### src/rtl/fifo_rd_drain.sv
// Read-side drain engine: issues FIFO reads and presents words on a valid/ready stream.
// Optional burst framing (m_last, burst-aligned flush) is enabled by FIFO_RD_DRAIN_BURST_EN.
module fifo_rd_drain #(
  parameter int DATA_WIDTH = 8,
  parameter int CNT_WIDTH  = 16,
  parameter int BURST_LEN  = 4
) (
  input  logic                  rd_clk,
  input  logic                  rst,
  input  logic                  enable,
  input  logic                  fifo_empty,
  input  logic [DATA_WIDTH-1:0] fifo_rdata,
  output logic                  fifo_rd_en,
  output logic                  m_valid,
  output logic [DATA_WIDTH-1:0] m_data,
  input  logic                  m_ready,
  output logic                  busy,
`ifdef FIFO_RD_DRAIN_BURST_EN
  output logic                  m_last,
`endif
  output logic [CNT_WIDTH-1:0]  xfer_cnt
);

  localparam logic [1:0] IDLE  = 2'd0;
  localparam logic [1:0] RUN   = 2'd1;
  localparam logic [1:0] FLUSH = 2'd2;

  if (BURST_LEN < 1) begin : g_bad_burst_len
    $error("BURST_LEN must be >= 1");
  end

  logic [1:0]            state, state_nxt;
  logic [1:0]            occ;
  logic                  pending;
  logic [DATA_WIDTH-1:0] head, tail;
  logic                  pop;
  logic [1:0]            occ_after_pop;
  logic [2:0]            outstanding_after;
  logic                  flush_ok;

  assign pop               = m_valid & m_ready;
  assign m_valid           = (occ != 2'd0);
  assign m_data            = head;
  assign busy              = (state != IDLE);
  assign occ_after_pop     = occ - {1'b0, pop};
  // Buffered plus in-flight words after this cycle's pop must leave room for one more.
  assign outstanding_after = {1'b0, occ} + {2'b00, pending} - {2'b00, pop};
  assign fifo_rd_en        = (state == RUN) & ~fifo_empty & (outstanding_after < 3'd2);

`ifdef FIFO_RD_DRAIN_BURST_EN
  localparam int BW = (BURST_LEN > 1) ? $clog2(BURST_LEN) : 1;
  localparam logic [BW-1:0] BEAT_MAX = BW'(BURST_LEN - 1);

  logic [BW-1:0] beat, beat_nxt;

  always_comb begin
    beat_nxt = beat;
    if (pop) beat_nxt = (beat == BEAT_MAX) ? '0 : beat + 1'b1;
  end

  assign m_last   = m_valid & (beat == BEAT_MAX);
  // Leaving RUN is deferred to a burst boundary unless the FIFO has run dry.
  assign flush_ok = (beat_nxt == '0) | fifo_empty;

  always_ff @(posedge rd_clk or posedge rst) begin
    if (rst) beat <= '0;
    else     beat <= beat_nxt;
  end
`else
  assign flush_ok = 1'b1;
`endif

  always_comb begin
    state_nxt = state;
    case (state)
      IDLE:    if (enable) state_nxt = RUN;
      RUN:     if (!enable && flush_ok) state_nxt = FLUSH;
      FLUSH: begin
        if (enable)                                   state_nxt = RUN;
        else if (!pending && (occ_after_pop == 2'd0)) state_nxt = IDLE;
      end
      default: state_nxt = IDLE;
    endcase
  end

  always_ff @(posedge rd_clk or posedge rst) begin
    if (rst) begin
      state    <= IDLE;
      occ      <= 2'd0;
      pending  <= 1'b0;
      head     <= '0;
      tail     <= '0;
      xfer_cnt <= '0;
    end else begin
      state   <= state_nxt;
      pending <= fifo_rd_en;
      // Two-entry shift buffer: head feeds m_data, tail holds the next word.
      case ({pending, pop})
        2'b10: begin
          if (occ == 2'd0) head <= fifo_rdata;
          else             tail <= fifo_rdata;
          occ <= occ + 2'd1;
        end
        2'b01: begin
          head <= tail;
          tail <= '0;
          occ  <= occ - 2'd1;
        end
        2'b11: begin
          if (occ == 2'd2) begin
            head <= tail;
            tail <= fifo_rdata;
          end else begin
            head <= fifo_rdata;
          end
        end
        default: ;
      endcase
      if (pop) xfer_cnt <= xfer_cnt + 1'b1;
    end
  end

endmodule

### config.mk
export PLATFORM = sky130hd
export DESIGN_NAME = fifo_rd_drain
export DESIGN_NICKNAME = d
export VERILOG_FILES = /design/src/rtl/fifo_rd_drain.sv
export SDC_FILE = /design/constraint.sdc
export NUM_CORES = 1
export LEC_CHECK = 0
export ABC_CLOCK_PERIOD_IN_PS = 4050
export CORE_MARGIN = 2
export CORE_UTILIZATION = 40
export CTS_CLUSTER_DIAMETER = 200
export DETAILED_ROUTE_END_ITERATION = 10
export PLACE_DENSITY = 0.74
export SETUP_SLACK_MARGIN = 0.5
export SYNTH_ARGS = -nofsm -noshare
export SYNTH_HDL_FRONTEND = slang
export SYNTH_SLANG_ARGS = --single-unit
### constraint.sdc
create_clock -name rd_clk -period 4.05 [get_ports rd_clk]
set_input_delay 0.81 -clock rd_clk [delete_from_list [all_inputs] [get_ports rd_clk]]
set_output_delay 0.81 -clock rd_clk [all_outputs]
set_load 0.05 [all_outputs]
==> flow_summary.ini <==
[outcome]
result_of_the_run = finished, final reports clean

[global_routing]
grt_pass1_vias = 1215
global_route.usage.total_pct = 15.0
grt_start_max_net_pins = 38
wire_length_of_the_first_global_routing_pass_um = 5780
antenna_found_initial = 0
globalRoute.totalOverflow = 0

[clock_tree]
clock_tree.htree_level_count = 2
cts.reportedPaths.clkPinSlew_ps = 70
clock_latency_ps = 280
clock_buffer_count_from_cts = 5
cts_sinks = 37
clock_tree_from_tritoncts = built
clock_tree.buffer_depth = 2
ctsRootBufferMaster = sky130_fd_sc_hd__clkbuf_8

[power]
worst_voltage_drop_across_the_vdd_grid_mv = 0.450
p_leak_nw = 1.05
cellPowerDensity_mw_per_mm2 = 714

[floorplanning]
die_w_um = 70.9
die_h_um = 70.9
placeableCoreArea_mm2 = 0.00432
io-pin-count = 40
rows = 24
die_area_mm2 = 0.00503
initial_core_util_pct = 41.4

[min_path]
hold_path_startpoint = xfer_cnt[15]$_DFFE_PP0P_
min-delay-path-class = reg -> reg
worstHoldEndpoint = xfer_cnt[15]$_DFFE_PP0P_
whs_path_depth = 1

[place]
detailed_place_hpwl_um = 2350
port_buffer_count = 39
globalplace.congestion = 0.779

[cells_and_area]
drive_above_1_share_pct = 13.9
final_nets = 228
area_growth_syn_to_layout_pct = 32.5
antenna_cells = 0

[drt]
num_vias = 1306
routed_wire_length_um = 3320
drtPass1Iterations = 5
avgViaCountPerCell = 5.00
drt_iter0_markers = 70
antenna_violating_nets_post_route = 0
routedWlPerCell_um = 12.7
drc_errors = 0

[synthesis]
number_of_synthesized_flops_with_an_enable_pin = 0
synth_seq_cells = 37
synth.net_count = 181
synthArstFlopShare_pct = 100
ys_seq_area_share_pct = 51.7
yosys_most_used_dff = sky130_fd_sc_hd__dfrtp_1
warnings_synthesis = 0
synth_cell_type_count = 32
mappedNetlistArea_mm2 = 0.00179
synth_cells = 161
avg_synthesized_cell_area_um2 = 11.1

[sta]
number_of_setup_violations_in_the_final_report = 0
finalHoldWorstSlack_ps = 480
timing.max_slew.rel_slack_pct = 28.3
fin_skew_ps = 3.29
fmax_mhz = 289
period_share_pct = 85.4
report.final.slew_viol_count = 0
rsz_0062_raised_after_global_routing = no
timing.final.hold_violations = 0
tightest_slew_ps = 1070
timing.final.crit_period_ps = 3460
setup_tns_ps = 0

[worst_setup_path]
critical_path.reg2reg.endpoint = tail[5]$_DFFE_PP0P_
flop2flop_setup_slack_ps = 1910
cp.required_ps = 3240
slowest_stage = sky130_fd_sc_hd__fa_1
crit_arrival_ps = 2650
timing.critical_path.fanout_max = 4
rr_startpoint = occ[0]$_DFFE_PP0N_
critical_path.cell_chain = dlygate4sd2_1 > o21ai_4 > ha_4 > nand2_1 > fa_1 > xor2_1 > nor4b_4 > buf_12
timing.critical_path.max_delay_family = adder cells
timing.setup.critical_path_class = in -> out
worst-r2r-cell-count = 6
endpoint_kind = primary output
path_buf_inv = 2
timing.critical_path.slowest_cell_delay_ps = 390
startpoint_type = primary input

[run]
max-cap-violations = 0
==> where the power goes <==
part / internal, mW / switching (mW)
Combinational: 0.344 / 0.516
Sequential: 0.490 / 0.105
Clock: 0.122 / 0.119
Total: 0.956 / 0.739
==> sequential cells by signal, summed over array words and instances, names as in the netlist <==
| register | cells |
|---|---|
| tail | 8 |
| xfer_cnt | 16 |
| m_data | 8 |
| state | 2 |
| occ | 2 |
| pending | 1 |
==> cells in the mapped netlist, types with 2 or more instances <==
master                     n  area, µm²
sky130_fd_sc_hd__or2_2     3       18.8
sky130_fd_sc_hd__nand2_1  12       45.0
sky130_fd_sc_hd__nor3_1    2       10.0
sky130_fd_sc_hd__o21ai_1   2       10.0
sky130_fd_sc_hd__a22oi_1   8       60.1
sky130_fd_sc_hd__ha_1      6       75.1
sky130_fd_sc_hd__inv_1     8       30.0
sky130_fd_sc_hd__nor2_1   14       52.6
sky130_fd_sc_hd__nand4_1   2       12.5
sky130_fd_sc_hd__dfrtp_1  37        926
sky130_fd_sc_hd__nand3_1   5       25.0
sky130_fd_sc_hd__mux2_2    9        101
sky130_fd_sc_hd__nor2b_1   8       50.1
sky130_fd_sc_hd__xnor2_1  10       87.6
sky130_fd_sc_hd__xor2_1    8       70.1
sky130_fd_sc_hd__a21oi_1  10       50.1
sky130_fd_sc_hd__and4_1    2       17.5
==> cell families (layout without fill, tap and decap cells) <==
kind of cell,after synthesis,in the layout,share of synthesized area [%]
buf+inv,11,59,2.79
flops,37,37,51.7
fa+ha+maj,7,7,5.31
xor+xnor,18,18,8.80
compound gates,25,25,9.36
simple gates,54,54,16.4
mux,9,9,5.66
==> per-stage QoR <==
step / power (mW) / utilization [%] / cell area [µm²] / setup WS (ps) / instances
CTS: 1.72 / 54.9 / 2370 / 584 / 261
finish: 1.70 / 54.9 / 2370 / 591 / 261
global placement: 1.44 / 52.4 / 2270 / 299 / 251
global route: 1.80 / 54.9 / 2370 / 502 / 261
detailed placement: 1.45 / 52.4 / 2270 / 266 / 251
floorplan: 1.19 / - / 1810 / 680 / 161
==> cell usage in the layout (no fill, tap or decap), types with 2 or more instances in the layout <==
cell,Yosys,routed
sky130_fd_sc_hd__xor2_1,8,8
sky130_fd_sc_hd__clkbuf_1,1,3
sky130_fd_sc_hd__nand4_1,2,2
sky130_fd_sc_hd__xnor2_1,10,10
sky130_fd_sc_hd__and4_1,2,2
sky130_fd_sc_hd__nand3_1,5,5
sky130_fd_sc_hd__ha_1,6,5
sky130_fd_sc_hd__clkdlybuf4s50_1,0,37
sky130_fd_sc_hd__nor3_1,2,2
sky130_fd_sc_hd__o21ai_1,2,2
sky130_fd_sc_hd__a22oi_1,8,8
sky130_fd_sc_hd__or2_2,3,3
sky130_fd_sc_hd__buf_4,0,4
sky130_fd_sc_hd__nor2b_1,8,8
sky130_fd_sc_hd__inv_1,8,7
sky130_fd_sc_hd__nand2_1,12,12
sky130_fd_sc_hd__clkbuf_8,0,5
sky130_fd_sc_hd__dfrtp_1,37,37
sky130_fd_sc_hd__a21oi_1,10,10
sky130_fd_sc_hd__mux2_2,9,9
sky130_fd_sc_hd__nor2_1,14,14
==> layout make-up <==
| cell class | count | area (µm²) |
|---|---|---|
| Tap cell | 52 | 65.1 |
| Fill cell | 403 | 1950 |
| Clock buffer | 8 | 80.1 |
| Timing Repair Buffer | 43 | 429 |
| Inverter | 8 | 30.0 |
| Sequential cell | 37 | 926 |
| Multi-Input combinational cell | 113 | 843 |
==> worst max-delay path by stage <==
stage               depth (start not counted)     from  slack, ps          to
floorplan                                   6  m_ready        680  fifo_rd_en
global placement                            8  m_ready        300  fifo_rd_en
detailed placement                          8  m_ready        270  fifo_rd_en
CTS                                         8  m_ready        580  fifo_rd_en
global route                                8  m_ready        500  fifo_rd_en
finish                                      8  m_ready        590  fifo_rd_en
==> metal layers <==
layer	global-route usage [%]	wire length, µm	vias to the layer above
met1	20.6	1530	629
li1	-	-	640
met5	0	0	-
met4	8.18	80	0
met2	22.0	1550	30
met3	3.42	149	7
==> repair_timing <==
action / 4_1_cts / 5_1_grt
hold buffers: 0 / 0
hold endpoints to repair: 0 / 0
endpoints found under the setup margin: 1 / 0
setup buffers: 2 / 0
gates resized for setup: 3 / 0
Note: power is estimated with default switching activity, not from simulation.
